**src/rtl/ddc_stream_arbiter_pkg.sv**
```systemverilog
// ddc_stream_arbiter shared types and helpers.
// Feature macro: DDC_ARB_STATS_EN (per-channel beat counters).
package ddc_arb_pkg;

  localparam int IQ_W = 24;
  localparam int DW   = 2 * IQ_W;

  typedef enum logic {
    ARB,
    PAIR2
  } arb_state_t;

  function automatic logic [DW-1:0] pack_iq(
    input logic [IQ_W-1:0] q,
    input logic [IQ_W-1:0] i
  );
    return {q, i};
  endfunction

endpackage

```
**src/rtl/ddc_stream_arbiter_if.sv**
```systemverilog
// Stream bundle between DDC sources, the arbiter and the RX sink.
// master = arbiter view, slave = source/sink view.
interface ddc_stream_arbiter_if #(
  parameter int NCHAN = 4,
  parameter int DW    = 48,
  parameter int IDW   = $clog2(NCHAN)
);
  import ddc_arb_pkg::*;

  logic [NCHAN*DW-1:0] s_tdata;
  logic [NCHAN-1:0]    s_tvalid;
  logic [NCHAN-1:0]    s_tready;
  logic [DW-1:0]       m_tdata;
  logic [IDW-1:0]      m_tdest;
  logic                m_tlast;
  logic                m_tvalid;
  logic                m_tready;

  modport master (
    input  s_tdata, s_tvalid, m_tready,
    output s_tready, m_tdata, m_tdest,
    output m_tlast, m_tvalid
  );

  modport slave (
    output s_tdata, s_tvalid, m_tready,
    input  s_tready, m_tdata, m_tdest,
    input  m_tlast, m_tvalid
  );

endinterface

```
**src/rtl/ddc_stream_arbiter_picker.sv**
```systemverilog
// Round-robin priority picker: first request at or after ptr_i,
// wrapping to the lowest index. Purely combinational.
module rr_priority_picker #(
  parameter int N  = 4,
  parameter int IW = $clog2(N)
) (
  input  logic [N-1:0]  req_i,
  input  logic [IW-1:0] ptr_i,
  output logic [N-1:0]  gnt_oh_o,
  output logic [IW-1:0] gnt_idx_o,
  output logic          gnt_any_o
);
  import ddc_arb_pkg::*;

  always_comb begin
    gnt_oh_o  = '0;
    gnt_idx_o = '0;
    gnt_any_o = 1'b0;
    for (int j = 0; j < N; j++) begin
      if (!gnt_any_o && req_i[j] && j >= int'(ptr_i)) begin
        gnt_oh_o[j] = 1'b1;
        gnt_idx_o   = IW'(j);
        gnt_any_o   = 1'b1;
      end
    end
    // wrap pass: nothing at/after ptr, take lowest
    for (int j = 0; j < N; j++) begin
      if (!gnt_any_o && req_i[j]) begin
        gnt_oh_o[j] = 1'b1;
        gnt_idx_o   = IW'(j);
        gnt_any_o   = 1'b1;
      end
    end
  end

endmodule

```
**src/rtl/ddc_stream_arbiter.sv**
```systemverilog
// Merges NCHAN DDC I/Q streams into one tagged stream, round-robin,
// with optional atomic pairs. Macro DDC_ARB_STATS_EN adds beat_count.
module ddc_stream_arbiter #(
  parameter int NCHAN = 4,
  parameter int DW    = 48,
  parameter int IDW   = $clog2(NCHAN)
) (
  input  logic                 aclk,
  input  logic                 rstn,
  ddc_stream_arbiter_if.master bus,
  input  logic [NCHAN-1:0]     chan_enable,
  input  logic [NCHAN/2-1:0]   pair_sync
`ifdef DDC_ARB_STATS_EN
  ,
  output logic [NCHAN*16-1:0]  beat_count
`endif
);
  import ddc_arb_pkg::*;

  typedef logic [IDW-1:0] idx_t;

  arb_state_t          state_q, state_d;
  idx_t                ptr_q, ptr_d;
  idx_t                pidx_q, pidx_d;
  logic                m_tvalid_q, m_tvalid_d;
  logic [DW-1:0]       m_tdata_q, m_tdata_d;
  idx_t                m_tdest_q, m_tdest_d;
  logic                m_tlast_q, m_tlast_d;

  logic [NCHAN/2-1:0]  pair_act;
  logic [NCHAN-1:0]    req;
  logic [NCHAN-1:0]    gnt_oh;
  idx_t                gnt_idx;
  logic                gnt_any;
  logic [NCHAN-1:0]    sel_oh;
  logic                load;
  logic                fire;
  logic                pair_gnt;
  logic                last;
  idx_t                acc_idx;
  idx_t                nxt_idx;
  logic [DW-1:0]       acc_data;

  // Paired odd members are only reachable through their even partner.
  always_comb begin
    pair_act = '0;
    for (int k = 0; k < NCHAN/2; k++)
      pair_act[k] = pair_sync[k] & chan_enable[2*k]
                  & chan_enable[2*k+1];
    for (int n = 0; n < NCHAN; n++) begin
      req[n] = chan_enable[n] & bus.s_tvalid[n];
      if (pair_act[n/2])
        req[n] = (n % 2 == 0) && bus.s_tvalid[n]
              && bus.s_tvalid[n|1];
    end
  end

  rr_priority_picker #(
    .N  (NCHAN),
    .IW (IDW)
  ) u_pick (
    .req_i     (req),
    .ptr_i     (ptr_q),
    .gnt_oh_o  (gnt_oh),
    .gnt_idx_o (gnt_idx),
    .gnt_any_o (gnt_any)
  );

  always_comb begin
    load     = rstn && (!m_tvalid_q || bus.m_tready);
    pair_gnt = 1'b0;
    for (int k = 0; k < NCHAN/2; k++)
      if (gnt_oh[2*k] && pair_act[k]) pair_gnt = 1'b1;

    sel_oh = gnt_oh;
    if (state_q == PAIR2) begin
      for (int n = 0; n < NCHAN; n++)
        sel_oh[n] = (idx_t'(n) == pidx_q);
    end

    fire = (state_q == PAIR2) ? load && |(sel_oh & bus.s_tvalid)
                              : load && gnt_any;
    last    = (state_q == PAIR2) || !pair_gnt;
    acc_idx = (state_q == PAIR2) ? pidx_q : gnt_idx;
    nxt_idx = (acc_idx == idx_t'(NCHAN-1)) ? '0 : acc_idx + 1'b1;

    acc_data = '0;
    for (int n = 0; n < NCHAN; n++) begin
      if (sel_oh[n]) acc_data = bus.s_tdata[n*DW +: DW];
      // disabled channels are always drained
      bus.s_tready[n] = sel_oh[n] ? load : ~chan_enable[n];
    end

    state_d    = state_q;
    ptr_d      = ptr_q;
    pidx_d     = pidx_q;
    m_tvalid_d = m_tvalid_q;
    m_tdata_d  = m_tdata_q;
    m_tdest_d  = m_tdest_q;
    m_tlast_d  = m_tlast_q;

    if (load) begin
      m_tvalid_d = fire;
      if (fire) begin
        m_tdata_d = acc_data;
        m_tdest_d = acc_idx;
        m_tlast_d = last;
      end
    end

    if (fire) begin
      if (last) begin
        state_d = ARB;
        ptr_d   = nxt_idx;
      end else begin
        state_d = PAIR2;
        pidx_d  = nxt_idx;
      end
    end
  end

  always_ff @(posedge aclk or negedge rstn) begin
    if (!rstn) begin
      state_q    <= ARB;
      ptr_q      <= '0;
      pidx_q     <= '0;
      m_tvalid_q <= 1'b0;
      m_tdata_q  <= '0;
      m_tdest_q  <= '0;
      m_tlast_q  <= 1'b0;
    end else begin
      state_q    <= state_d;
      ptr_q      <= ptr_d;
      pidx_q     <= pidx_d;
      m_tvalid_q <= m_tvalid_d;
      m_tdata_q  <= m_tdata_d;
      m_tdest_q  <= m_tdest_d;
      m_tlast_q  <= m_tlast_d;
    end
  end

  assign bus.m_tvalid = m_tvalid_q;
  assign bus.m_tdata  = m_tdata_q;
  assign bus.m_tdest  = m_tdest_q;
  assign bus.m_tlast  = m_tlast_q;

`ifdef DDC_ARB_STATS_EN
  logic [NCHAN*16-1:0] cnt_q, cnt_d;

  always_comb begin
    cnt_d = cnt_q;
    for (int n = 0; n < NCHAN; n++)
      if (fire && sel_oh[n])
        cnt_d[n*16 +: 16] = cnt_q[n*16 +: 16] + 16'd1;
  end

  always_ff @(posedge aclk or negedge rstn) begin
    if (!rstn) cnt_q <= '0;
    else       cnt_q <= cnt_d;
  end

  assign beat_count = cnt_q;
`endif

endmodule
```
**src/flat_wrapper.sv**
```systemverilog
// flat-port wrapper written by rule: the top's interface ports become plain ports
module ddc_stream_arbiter_flat import ddc_arb_pkg::*;
#(
  parameter int NCHAN = 4,
  parameter int DW    = 48,
  parameter int IDW   = $clog2(NCHAN)
)
  (aclk, rstn, chan_enable, pair_sync, bus_s_tdata, bus_s_tvalid, bus_m_tready, bus_s_tready, bus_m_tdata, bus_m_tdest, bus_m_tlast, bus_m_tvalid);
  ddc_stream_arbiter_if #(.NCHAN(NCHAN), .DW(DW), .IDW(IDW)) bus_i ();
  input  logic aclk;
  input  logic rstn;
  input  logic [NCHAN-1:0] chan_enable;
  input  logic [NCHAN/2-1:0] pair_sync;
  input wire logic [$bits(bus_i.s_tdata)-1:0] bus_s_tdata;
  input wire logic [$bits(bus_i.s_tvalid)-1:0] bus_s_tvalid;
  input wire logic [$bits(bus_i.m_tready)-1:0] bus_m_tready;
  output wire logic [$bits(bus_i.s_tready)-1:0] bus_s_tready;
  output wire logic [$bits(bus_i.m_tdata)-1:0] bus_m_tdata;
  output wire logic [$bits(bus_i.m_tdest)-1:0] bus_m_tdest;
  output wire logic [$bits(bus_i.m_tlast)-1:0] bus_m_tlast;
  output wire logic [$bits(bus_i.m_tvalid)-1:0] bus_m_tvalid;
  assign bus_i.s_tdata = bus_s_tdata;
  assign bus_i.s_tvalid = bus_s_tvalid;
  assign bus_i.m_tready = bus_m_tready;
  assign bus_s_tready = bus_i.s_tready;
  assign bus_m_tdata = bus_i.m_tdata;
  assign bus_m_tdest = bus_i.m_tdest;
  assign bus_m_tlast = bus_i.m_tlast;
  assign bus_m_tvalid = bus_i.m_tvalid;
  ddc_stream_arbiter #(.NCHAN(NCHAN), .DW(DW), .IDW(IDW)) u_core (.aclk(aclk), .rstn(rstn), .bus(bus_i), .chan_enable(chan_enable), .pair_sync(pair_sync));
endmodule
```
**config.mk**
```make
export PLATFORM = sky130hd
export DESIGN_NAME = ddc_stream_arbiter_flat
export DESIGN_NICKNAME = d
export VERILOG_FILES = /design/src/rtl/ddc_stream_arbiter_pkg.sv /design/src/rtl/ddc_stream_arbiter_if.sv /design/src/rtl/ddc_stream_arbiter_picker.sv /design/src/rtl/ddc_stream_arbiter.sv /design/src/flat_wrapper.sv
export SDC_FILE = /design/constraint.sdc
export NUM_CORES = 1
export LEC_CHECK = 0
export ABC_AREA = 1
export ABC_CLOCK_PERIOD_IN_PS = 3200
export CAP_MARGIN = 20
export CORE_UTILIZATION = 28
export DETAILED_ROUTE_END_ITERATION = 7
export PLACE_DENSITY = 0.66
export RECOVER_POWER = 50
export SETUP_SLACK_MARGIN = 0.05
export SYNTH_ARGS = -nofsm -noshare
export SYNTH_HDL_FRONTEND = slang
export SYNTH_SLANG_ARGS = --single-unit
```
**constraint.sdc**
```tcl
create_clock -name aclk -period 3.2 [get_ports aclk]
set_input_delay 0.96 -clock aclk [delete_from_list [all_inputs] [get_ports aclk]]
set_output_delay 0.96 -clock aclk [all_outputs]
set_load 0.02 [all_outputs]
```
==> impl_metrics.yaml <==
clock_network:
  cts_tree: "built"
  clk_latency_ns: 0.32
  holdBufCountCts: 0
  numCtsBuffers: 9
  cts_sinks: 57
  clockBufferDepth: 2
  cts_root_buffer: "clkbuf_16"
  cts-htree-levels: 3
  clk_pin_slew_ns: 0.05
worst_setup_path:
  slowest_delay_ns: 0.17
  required_ns: 2.24
  critPathTopFamily: "simple AND/OR/NAND/NOR gates"
  crit_type: "input pin to output port"
  critical_path.endpoint_type: "output port"
  critical_path_arrival_ns: 2.21
  cp.buffers_inverters: 2
  startpoint_type: "input pin"
  cp_max_fo: 4
  crit_slowest_cell: "nand4_1"
  cp_cell_sequence: "buf_8 > nand2_4 > nand4_1 > nand2_4 > nor2_4 > nand3_1 > nand2_1 > nand2_2 > nand2_2 > nand2_1 > o21ai_1 > buf_4"
routing:
  wl_microns: 16500
  drc: 0
  drt-initial-drc-count: 318
  avgRoutedWirePerCell_microns: 15.7
  vias_per_cell: 5.01
  ant_nets: 0
  first_pass_iters: 5
  num_vias: 5269
sta:
  worstMarginPinSlew_ns: 1.42
  clock_skew_ns: 0.00465
  maxSlewHeadroom: 0.0549
  min_period_ns: 3.17
  slew_viol_final: 0
  hold_viol_final: 0
  fin_crit_sh: 0.991
  layout_setup_ws_ns: 0.0301
  final.setup.tns_ns: 0
  max_freq_mhz: 315
  setup_violations: 0
  hold_ws_ns: 0.466
  rsz0062_at_grt: "yes"
min_path:
  min_path_type: "flop to flop"
die:
  fp-row-count: 42
  start_util: 0.288
  dieArea_sq_um: 14200
  io_pins: 261
  die_h_microns: 119
  core_sq_um: 13300
  fp.dieW_microns: 119
finish:
  final_common_cell: "nand2_1"
  final_util: 0.545
  antennaDiodeCount: 0
  regArea_sq_um: 1430
  fillers: 1236
  syn_to_final_growth_pct: 89.0
  nets: 1078
  layout-drive-gt1-share: 0.134
  multi_input_comb_area_sq_um: 2240
  mostFrequentLayoutCells: "nand2_1, clkdlybuf4s50_1, nand3_1, nand4_1, dfrtp_1"
synth:
  synthCells: 585
  syn_area_sq_um: 3830
  synth_seq_area_share: 0.372
  synth_area_per_cell_sq_um: 6.56
  yosysWarnings: 0
  ys_seq_elements: 57
  syn_nets: 790
  synth_cell_type_count: 21
power_and_ir_drop:
  power_w: 0.00470
  peakVddDrop_mv: 0.307
  p_leak_nw: 3.31
  power.density_nw_per_um2: 649
placement:
  pre_cts_slack_ns: -0.793
  dpl.hpwl_microns: 11700
  place_congestion: 0.925
  port_buffers: 260
global_route:
  antenna_found_initial: 0
  grt_first_pass_wirelength_microns: 25900
  grt_usage: 0.231
  overflow: 0
  grt_pass1_vias: 5324
  grt_max_degree: 58
run_status:
  outcome: "complete, no violations"
flow_run:
  max-cap-violations: 0
-- tightest hold or removal path, stage by stage (launching register included) --
cell     delay, ns
dfrtp_1       0.33
nand2_1       0.05
nand2_1       0.05
-- cell families (layout without fill, tap and decap cells) --
group | Yosys count | in the layout | synth area share
buffers and inverters | 58 | 348 | 0.0728
flip-flops | 57 | 57 | 0.372
AND/OR/NAND/NOR | 452 | 452 | 0.528
AO/OA/AOI/OAI | 18 | 18 | 0.0271
-- report_power, final --
group	total, W	switching (W)	internal, W	leakage (nW)
registers	0.00124	0.000195	0.00105	0.722
logic	0.00265	0.00147	0.00117	2.46
clock network	0.000813	0.000286	0.000527	0.124
-- through the flow --
step                std cells  cell area (sq um)
floorplan                 585               3840
global placement         1011               6720
detailed placement       1011               6720
CTS                      1050               7160
global route             1051               7250
finish                   1051               7250
-- final timing paths --
check | slack [ns] | start | cells after the start | end
setup reg to reg | 0.39 | u_core.ptr_q[1]$_DFFE_PN0P_ | 20 | u_core.ptr_q[0]$_DFFE_PN0P_
hold reg to reg | 0.47 | u_core.bus.m_tdata[8]$_DFFE_PN0P_ | 2 | u_core.bus.m_tdata[8]$_DFFE_PN0P_
min in group asynchronous | 1.11 | rstn | 2 | u_core.bus.m_tdata[25]$_DFFE_PN0P_
setup / recovery | 0.03 | chan_enable[0] | 12 | bus_s_tready[1]
hold / removal | 0.47 | u_core.bus.m_tdata[8]$_DFFE_PN0P_ | 2 | u_core.bus.m_tdata[8]$_DFFE_PN0P_
max in group asynchronous | 1.23 | rstn | 2 | u_core.pidx_q[0]$_DFFE_PN0P_
-- layer usage --
metal  GRT usage  part of all wire  wire, microns  vias to the layer above
met5           0                 0              0                        -
met4      0.0823             0.024            399                        0
met3      0.0733              0.10           1700                       35
met2       0.419              0.50           8160                      278
met1       0.250              0.38           6200                     2424
li1            -                 -              -                     2532
-- area by class of cell --
cell class / count / area share
timing repair buffer: 317 / 0.419
multi-input combinational: 470 / 0.309
sequential: 57 / 0.197
clock buffer: 12 / 0.0340
tap: 176 / 0.0304
inverter: 18 / 0.00967
clock inverter: 1 / 0.000691
-- state kept, by name, indices dropped and copies added, names as in the netlist --
| signal | cells |
|---|---|
| u_core.pidx_q | 2 |
| u_core.bus.m_tvalid | 1 |
| u_core.bus.m_tdata | 48 |
| u_core.bus.m_tdest | 2 |
| u_core.bus.m_tlast | 1 |
| u_core.state_q | 1 |
| u_core.ptr_q | 2 |
-- synthesized netlist by cell type --
library cell	count	share of area
a21oi_1	3	0.0039
a21oi_4	1	0.0042
a31oi_1	2	0.0033
buf_2	16	0.021
buf_4	1	0.0020
buf_6	5	0.015
clkbuf_1	18	0.018
dfrtp_1	57	0.37
inv_1	14	0.014
inv_2	4	0.0039
nand2_1	272	0.27
nand2_2	3	0.0049
nand2_4	1	0.0029
nand3_1	110	0.14
nand3_2	2	0.0052
nand3_4	1	0.0046
nand4_1	57	0.093
nor2_1	5	0.0049
nor2_4	1	0.0029
o21ai_0	10	0.013
o21ai_1	2	0.0026
-- repair_timing --
| action | CTS | global route |
|---|---|---|
| pin swaps | 12 | 11 |
| resized for setup | 69 | 30 |
| endpoints found under the setup margin | 60 | 60 |
| buffers inserted | 26 | 2 |
No activity file was read; power rests on OpenSTA's default activity.
